File: src/rtl/button_pkg.sv
// -----------------------------------------------------------------------------
// button_pkg
//
// Shared definitions for the push-button conditioner:
//   - channel index constants for the board buttons,
//   - default timing for a 100 MHz system clock,
//   - reduced timing used when simulating,
//   - repeat phase encoding and a small integer helper.
//
// No ports (package).
// -----------------------------------------------------------------------------
package button_pkg;

    // Board button channel indices
    localparam int NUM_BTN    = 5;
    localparam int BTN_LEFT   = 0;
    localparam int BTN_CENTER = 1;
    localparam int BTN_RIGHT  = 2;
    localparam int BTN_TOP    = 3;
    localparam int BTN_BOTTOM = 4;

    // Hardware timing at 100 MHz
    localparam int CLK_HZ              = 100_000_000;
    localparam int DEF_DEBOUNCE_CYCLES = CLK_HZ / 100;  // 10 ms
    localparam int DEF_REPEAT_DELAY    = CLK_HZ / 2;    // 500 ms
    localparam int DEF_REPEAT_PERIOD   = CLK_HZ / 10;   // 100 ms

    // Short timing so simulations stay fast
    localparam int SIM_DEBOUNCE_CYCLES = 4;
    localparam int SIM_REPEAT_DELAY    = 10;
    localparam int SIM_REPEAT_PERIOD   = 3;

    // Auto-repeat phase: waiting for the long initial delay, or in the
    // periodic phase. The periodic encoding is 0 so reset clears it.
    typedef enum logic {
        RPT_PERIODIC = 1'b0,
        RPT_FIRST    = 1'b1
    } rpt_phase_t;

    function automatic int max_int(input int a, input int b);
        return (a > b) ? a : b;
    endfunction

endpackage

File: src/rtl/button_channel.sv
// -----------------------------------------------------------------------------
// button_channel
//
// One conditioned button: 2-flop synchroniser, counter debouncer, one-cycle
// press/release pulses and optional auto-repeat while held.
//
// Ports:
//   clk         in   system clock, rising edge
//   rst_n       in   asynchronous active-low reset
//   btn_raw     in   raw asynchronous button input, active-high
//   repeat_en   in   auto-repeat enable (synchronous to clk)
//   btn_level   out  debounced level
//   btn_press   out  one-cycle pulse on accepted 0->1
//   btn_release out  one-cycle pulse on accepted 1->0
//   btn_repeat  out  one-cycle auto-repeat pulse while held
// -----------------------------------------------------------------------------
module button_channel
    import button_pkg::*;
#(
    parameter int DEBOUNCE_CYCLES = DEF_DEBOUNCE_CYCLES,
    parameter int REPEAT_DELAY    = DEF_REPEAT_DELAY,
    parameter int REPEAT_PERIOD   = DEF_REPEAT_PERIOD
) (
    input  logic clk,
    input  logic rst_n,
    input  logic btn_raw,
    input  logic repeat_en,
    output logic btn_level,
    output logic btn_press,
    output logic btn_release,
    output logic btn_repeat
);

    localparam int DB_W    = $clog2(DEBOUNCE_CYCLES + 1);
    localparam int RPT_MAX = max_int(REPEAT_DELAY, REPEAT_PERIOD);
    localparam int RP_W    = $clog2(RPT_MAX + 1);

    localparam logic [DB_W-1:0] DB_LAST  = DB_W'(DEBOUNCE_CYCLES - 1);
    localparam logic [RP_W-1:0] RD_LAST  = RP_W'(REPEAT_DELAY - 1);
    localparam logic [RP_W-1:0] RP_LAST  = RP_W'(REPEAT_PERIOD - 1);

    logic            s1_p0;
    logic            sync_p1;
    logic [DB_W-1:0] db_cnt;
    logic [RP_W-1:0] rcnt;
    rpt_phase_t      phase;

    logic accept;
    logic accept_press;
    logic accept_release;
    logic rpt_due;

    // A change is accepted on the edge where the mismatch has already been
    // counted DEBOUNCE_CYCLES-1 times, i.e. it held for DEBOUNCE_CYCLES edges.
    assign accept         = (sync_p1 != btn_level) && (db_cnt == DB_LAST);
    assign accept_press   = accept && sync_p1;
    assign accept_release = accept && !sync_p1;

    assign rpt_due = btn_level && repeat_en &&
                     (((phase == RPT_FIRST)    && (rcnt == RD_LAST)) ||
                      ((phase == RPT_PERIODIC) && (rcnt == RP_LAST)));

    // ---- stage p0/p1: synchroniser ----
    always_ff @(posedge clk or negedge rst_n) begin
        if (!rst_n) begin
            s1_p0   <= 1'b0;
            sync_p1 <= 1'b0;
        end else begin
            s1_p0   <= btn_raw;
            sync_p1 <= s1_p0;
        end
    end

    // ---- debounce and edge pulses ----
    always_ff @(posedge clk or negedge rst_n) begin
        if (!rst_n) begin
            btn_level   <= 1'b0;
            db_cnt      <= '0;
            btn_press   <= 1'b0;
            btn_release <= 1'b0;
        end else begin
            btn_press   <= accept_press;
            btn_release <= accept_release;
            if (sync_p1 == btn_level) begin
                db_cnt <= '0;
            end else if (accept) begin
                btn_level <= sync_p1;
                db_cnt    <= '0;
            end else begin
                db_cnt <= db_cnt + DB_W'(1);
            end
        end
    end

    // ---- auto-repeat ----
    // Any accepted edge, a low level or a disabled channel rearms the full
    // initial delay. Checking the accepted release first makes release win
    // over a repeat that falls due on the same edge.
    always_ff @(posedge clk or negedge rst_n) begin
        if (!rst_n) begin
            rcnt       <= '0;
            phase      <= RPT_PERIODIC;
            btn_repeat <= 1'b0;
        end else begin
            btn_repeat <= 1'b0;
            if (accept_press || accept_release || !btn_level || !repeat_en) begin
                rcnt  <= '0;
                phase <= RPT_FIRST;
            end else if (rpt_due) begin
                btn_repeat <= 1'b1;
                rcnt       <= '0;
                phase      <= RPT_PERIODIC;
            end else begin
                rcnt <= rcnt + RP_W'(1);
            end
        end
    end

endmodule

File: src/rtl/button_conditioner.sv
// -----------------------------------------------------------------------------
// button_conditioner
//
// Multi-channel conditioner for push-buttons and other slow mechanical
// inputs. Each channel is an independent button_channel.
//
// Ports:
//   clk         in   system clock, rising edge
//   rst_n       in   asynchronous active-low reset
//   btn_raw     in   [NUM_CH] raw asynchronous inputs, active-high
//   repeat_en   in   [NUM_CH] per-channel auto-repeat enable
//   btn_level   out  [NUM_CH] debounced levels
//   btn_press   out  [NUM_CH] one-cycle pulses on accepted 0->1
//   btn_release out  [NUM_CH] one-cycle pulses on accepted 1->0
//   btn_repeat  out  [NUM_CH] one-cycle auto-repeat pulses while held
// -----------------------------------------------------------------------------
module button_conditioner
    import button_pkg::*;
#(
    parameter int NUM_CH          = NUM_BTN,
    parameter int DEBOUNCE_CYCLES = DEF_DEBOUNCE_CYCLES,
    parameter int REPEAT_DELAY    = DEF_REPEAT_DELAY,
    parameter int REPEAT_PERIOD   = DEF_REPEAT_PERIOD
) (
    input  logic              clk,
    input  logic              rst_n,
    input  logic [NUM_CH-1:0] btn_raw,
    input  logic [NUM_CH-1:0] repeat_en,
    output logic [NUM_CH-1:0] btn_level,
    output logic [NUM_CH-1:0] btn_press,
    output logic [NUM_CH-1:0] btn_release,
    output logic [NUM_CH-1:0] btn_repeat
);

    for (genvar i = 0; i < NUM_CH; i++) begin : g_ch
        button_channel #(
            .DEBOUNCE_CYCLES (DEBOUNCE_CYCLES),
            .REPEAT_DELAY    (REPEAT_DELAY),
            .REPEAT_PERIOD   (REPEAT_PERIOD)
        ) u_ch (
            .clk         (clk),
            .rst_n       (rst_n),
            .btn_raw     (btn_raw[i]),
            .repeat_en   (repeat_en[i]),
            .btn_level   (btn_level[i]),
            .btn_press   (btn_press[i]),
            .btn_release (btn_release[i]),
            .btn_repeat  (btn_repeat[i])
        );
    end

endmodule
File: config.mk
export PLATFORM = sky130hd
export DESIGN_NAME = button_conditioner
export DESIGN_NICKNAME = d
export VERILOG_FILES = /design/src/rtl/button_pkg.sv /design/src/rtl/button_channel.sv /design/src/rtl/button_conditioner.sv
export SDC_FILE = /design/constraint.sdc
export NUM_CORES = 1
export LEC_CHECK = 0
export BUFFER_PORTS_ARGS = -buffer_cell sky130_fd_sc_hd__buf_2
export CORE_ASPECT_RATIO = 1.4
export CORE_MARGIN = 3
export CORE_UTILIZATION = 27
export DETAILED_ROUTE_END_ITERATION = 8
export GPL_TIMING_DRIVEN = 0
export SLEW_MARGIN = 20
export SYNTH_ARGS = -nofsm -noshare
export SYNTH_HDL_FRONTEND = slang
export SYNTH_SLANG_ARGS = --single-unit
export TNS_END_PERCENT = 10
File: constraint.sdc
create_clock -name clk -period 6.4 [get_ports clk]
set_input_delay 0.96 -clock clk [delete_from_list [all_inputs] [get_ports clk]]
set_output_delay 0.96 -clock clk [all_outputs]
set_load 0.1 [all_outputs]
==> metrics list <==
* Outcome: completed
* Leakage power: 5.878 nW
* Number of cell rows: 93
- TritonCTS built the clock tree.
* Worst vdd rail ir drop: 0.2427 mV
- The tool flagged a number of max-cap violations equal to 0.
- For the worst setup path, the data arrival time is 1510 ps.
* Yosys top cell by area: sky130_fd_sc_hd__dfrtp_1
* Switching portion of total power: 0.2218
* Die boundary height: 262.6 um
* Half-perimeter wire length after detailed placement: 16510 um
- Global routing finished with a remaining overflow of 0.
* Clock power share: 0.503
- Along the worst hold path, the cell count comes to 0.
* Total vias in the final route: 8990
- Detailed Route Iter0 Violations: 282
* Maximum fanout count along the critical path: 4
- Counting every net in the synthesized netlist gives 1308.
- The detail route stage leaves a number of antenna-violating nets equal to 0.
* Distinct cell type count after synthesis: 43
- Number of enable flip-flop cells after synthesis: 0
- The number of gates resized after CTS was 0.
- Final-report hold violation count: 0
* CTS max path bufs: 3
- The clock arrives with 33.80 ps of skew.
- The share of total power dissipated in combinational logic is 0.019.
- Post-detailed-route via-to-cell ratio: 4.513
- Pin count of the biggest net entering global routing: 94
* Total number of nets in the final design: 1373
- After synthesis the cells add up to 12700 sq um.
- Post-cts hold buffer count: 0
- STA classifies the critical path startpoint as a flip-flop.
* Type of the most critical hold path: flip-flop to flip-flop
- Start of the worst register-to-register path: g_ch[0].u_ch.db_cnt[0]
* Unrepaired setup endpoints after global routing: no
* Clock transition at the register clock pins on the worst setup and hold paths after CTS: 60 ps
- The first global-routing pass estimated 43800 um of wire.
- Internal: 2.762 mW
* Crit. End Element: primary output
- Required time at the endpoint of the critical path: 5440 ps
- In this run the horizontal extent of the chip is 189.3 um.
- The number of antenna violations at the first check in global routing is 0.
- Highest attainable clock frequency: 0.4044 GHz
* Sequential power share: 0.478
* Worst slew pin tran: 1050 ps
- Hold wc startpoint: g_ch[4].u_ch.s1_p0
- Global Route Usage Sum: 0.1010
- Buffers placed on the I/O ports in this run total 31.
* Vias in the first global route: 9344
- The root buffer cell chosen for the clock tree is sky130_fd_sc_hd__clkbuf_16.
- In this run, CTS created clock tree buffers numbering 30.
* Synth-to-layout area growth: 16.16%
* Top_reg_cell synth: sky130_fd_sc_hd__dfrtp_1
- In this run the power density over the cells is 240.6 nW/um^2.
* Antenna diode count: 0
- The multi-input combinational cells in the finished layout cover a total of 5652 sq um.
- Fin util: 0.3193
* Slack of the worst reg-to-reg path: 3970 ps
- In the final layout, the share of cells above drive strength 1 is 0.09745.
- Worst max-slew margin expressed relative to the limit: 0.2935
* Worst reg-to-reg path cell count: 8
* H-Tree Depth: 1
- Registers take 6631 sq um.
* Final weighted congestion in routability-driven placement: 0.7824
- Starting Density: 0.2749
* Crit share post-route: 0.3864
* Avg Synthesized Cell Area: 9.875 sq um
- Synth warnings: 0
- For this design, the sink count on the clock tree is 265.
* Number of filler instances in the final layout: 4757
* Setup Crit Path Kind: flip-flop to primary output
- Top-area cell type share of the netlist area: 0.5222
- Register area share after synthesis: 0.5222
- Adding up every negative setup slack in the final design gives 0 ps.
- Top post-synthesis cells by area: sky130_fd_sc_hd__dfrtp_1, sky130_fd_sc_hd__nor2_1, sky130_fd_sc_hd__xor2_1
- Most repeated cell in the gate-level netlist after synthesis: sky130_fd_sc_hd__nor2_1
- Synthesized flop and latch total: 265
* Post-CTS setup buffer count: 0
- Top Ports: 32
- Placeable core area: 46200 sq um
- Switching power: 0.7871 mW
- Top cells by instance count after synthesis: sky130_fd_sc_hd__nor2_1, sky130_fd_sc_hd__dfrtp_1, sky130_fd_sc_hd__xor2_1
- Minimum clock period: 2473 ps
- WHS Endpoint: g_ch[4].u_ch.sync_p1
* Number of max-slew violations in the final report: 0
* DRC: 0
* Clock network latency to the later pin of the worst-skew pair: 590 ps
* Total wire length after detailed routing: 24410 um
- DR WL/cell: 12.26 um
- R2r endpoint: g_ch[0].u_ch.rcnt[10]
- After synthesis, the share of flip-flops with an asynchronous set or reset is 1.000.
- First-pass iteration count of the detailed router: 4
- Setup violations remaining at the end of the flow were counted as 0.
- Gate count after technology mapping: 1286
- Die outline area: 49710 sq um
-- sequential cells by signal, summed over array words and instances, names as in the netlist --
signal                 flops
g_ch.u_ch.rcnt           130
g_ch.u_ch.db_cnt         100
g_ch.u_ch.btn_press        5
g_ch.u_ch.btn_repeat       5
g_ch.u_ch.btn_release      5
g_ch.u_ch.s1_p0            5
g_ch.u_ch.btn_level        5
g_ch.u_ch.sync_p1          5
g_ch.u_ch.phase            5
-- worst max-delay path by stage --
| stage | start | endpoint | depth (start not counted) |
|---|---|---|---|
| after floorplan | repeat_en[1] | g_ch[1].u_ch.rcnt[17] | 7 |
| after global placement | rst_n | g_ch[2].u_ch.s1_p0 | 1 |
| after detailed placement | repeat_en[4] | g_ch[4].u_ch.rcnt[14] | 8 |
| after CTS | g_ch[1].u_ch.btn_level | btn_level[1] | 2 |
| after global routing | g_ch[0].u_ch.db_cnt[0] | g_ch[0].u_ch.rcnt[10] | 8 |
| final | g_ch[1].u_ch.btn_level | btn_level[1] | 2 |
-- power by group through the flow --
stage	clock [mW]	combinational [mW]	sequential, mW
2_1_floorplan	0	0.0234	1.73
3_3_place_gp	0	0.0675	1.73
3_5_place_dp	0	0.0733	1.73
4_1_cts	1.86	0.0734	1.70
5_1_grt	1.93	0.0827	1.70
6_report	1.78	0.0685	1.70
-- critical path, stage by stage (launching register included) --
cell and delay [ps]:
sky130_fd_sc_hd__dfrtp_1 390, sky130_fd_sc_hd__buf_4 120, sky130_fd_sc_hd__buf_2 410
-- final cells by class --
type	instances	share of cell area
buffer	52	0.02180
tap	617	0.05233
sequential	265	0.4495
clock buffer	41	0.05776
timing repair buffer	33	0.01493
clock inverter	15	0.01289
multi-input combinational	939	0.3831
inverter	30	0.007634
-- layout by cell type (no fill, tap or decap), drive strengths merged, types with 10 or more instances in the layout --
| master | instances |
|---|---|
| and3 | 31 |
| and4 | 23 |
| buf | 67 |
| clkbuf | 59 |
| dfrtp | 265 |
| ha | 10 |
| inv | 31 |
| nand2 | 80 |
| nand3 | 94 |
| nand4 | 53 |
| nor2 | 267 |
| nor3 | 47 |
| nor4 | 28 |
| nor4b | 11 |
| or4 | 10 |
| xnor2 | 102 |
| xor2 | 110 |
-- per-layer routing --
| metal | global-route usage | vias up | wire length, um | share of wire |
|---|---|---|---|---|
| li1 | - | 4496 | - | - |
| met1 | 0.1219 | 4385 | 10690 | 0.44 |
| met2 | 0.1823 | 73 | 12460 | 0.51 |
| met3 | 0.01481 | 36 | 702 | 0.029 |
| met4 | 0.03579 | 0 | 565 | 0.023 |
| met5 | 0 | - | 0 | 0 |
-- kinds of logic after synthesis --
group / count (synthesis) / share of synthesized area
DFF: 265 / 0.5222
adders and majority gates: 10 / 0.009852
and+or+nand+nor: 694 / 0.2729
xor gates and xnor gates: 212 / 0.1462
buffers and inverters: 82 / 0.03419
muxes: 4 / 0.003547
AOI/OAI and AO/OA: 19 / 0.01113
-- stage by stage --
stage | std cells | hold slack [ps] | worst slack (ps) | power, mW | instance area (sq um)
after floorplan | 1286 | 331.2 | 4081 | 1.749 | 12700
after global routing | 1992 | 360.5 | 3735 | 3.707 | 14750
after global placement | 1934 | 332.8 | -612.3 | 1.795 | 13630
final | 1992 | 347.8 | 3927 | 3.549 | 14750
after detailed placement | 1936 | 337.0 | 3796 | 1.800 | 13700
after CTS | 1992 | 350.3 | 3875 | 3.631 | 14740
Power figures use the tool's default switching activity.
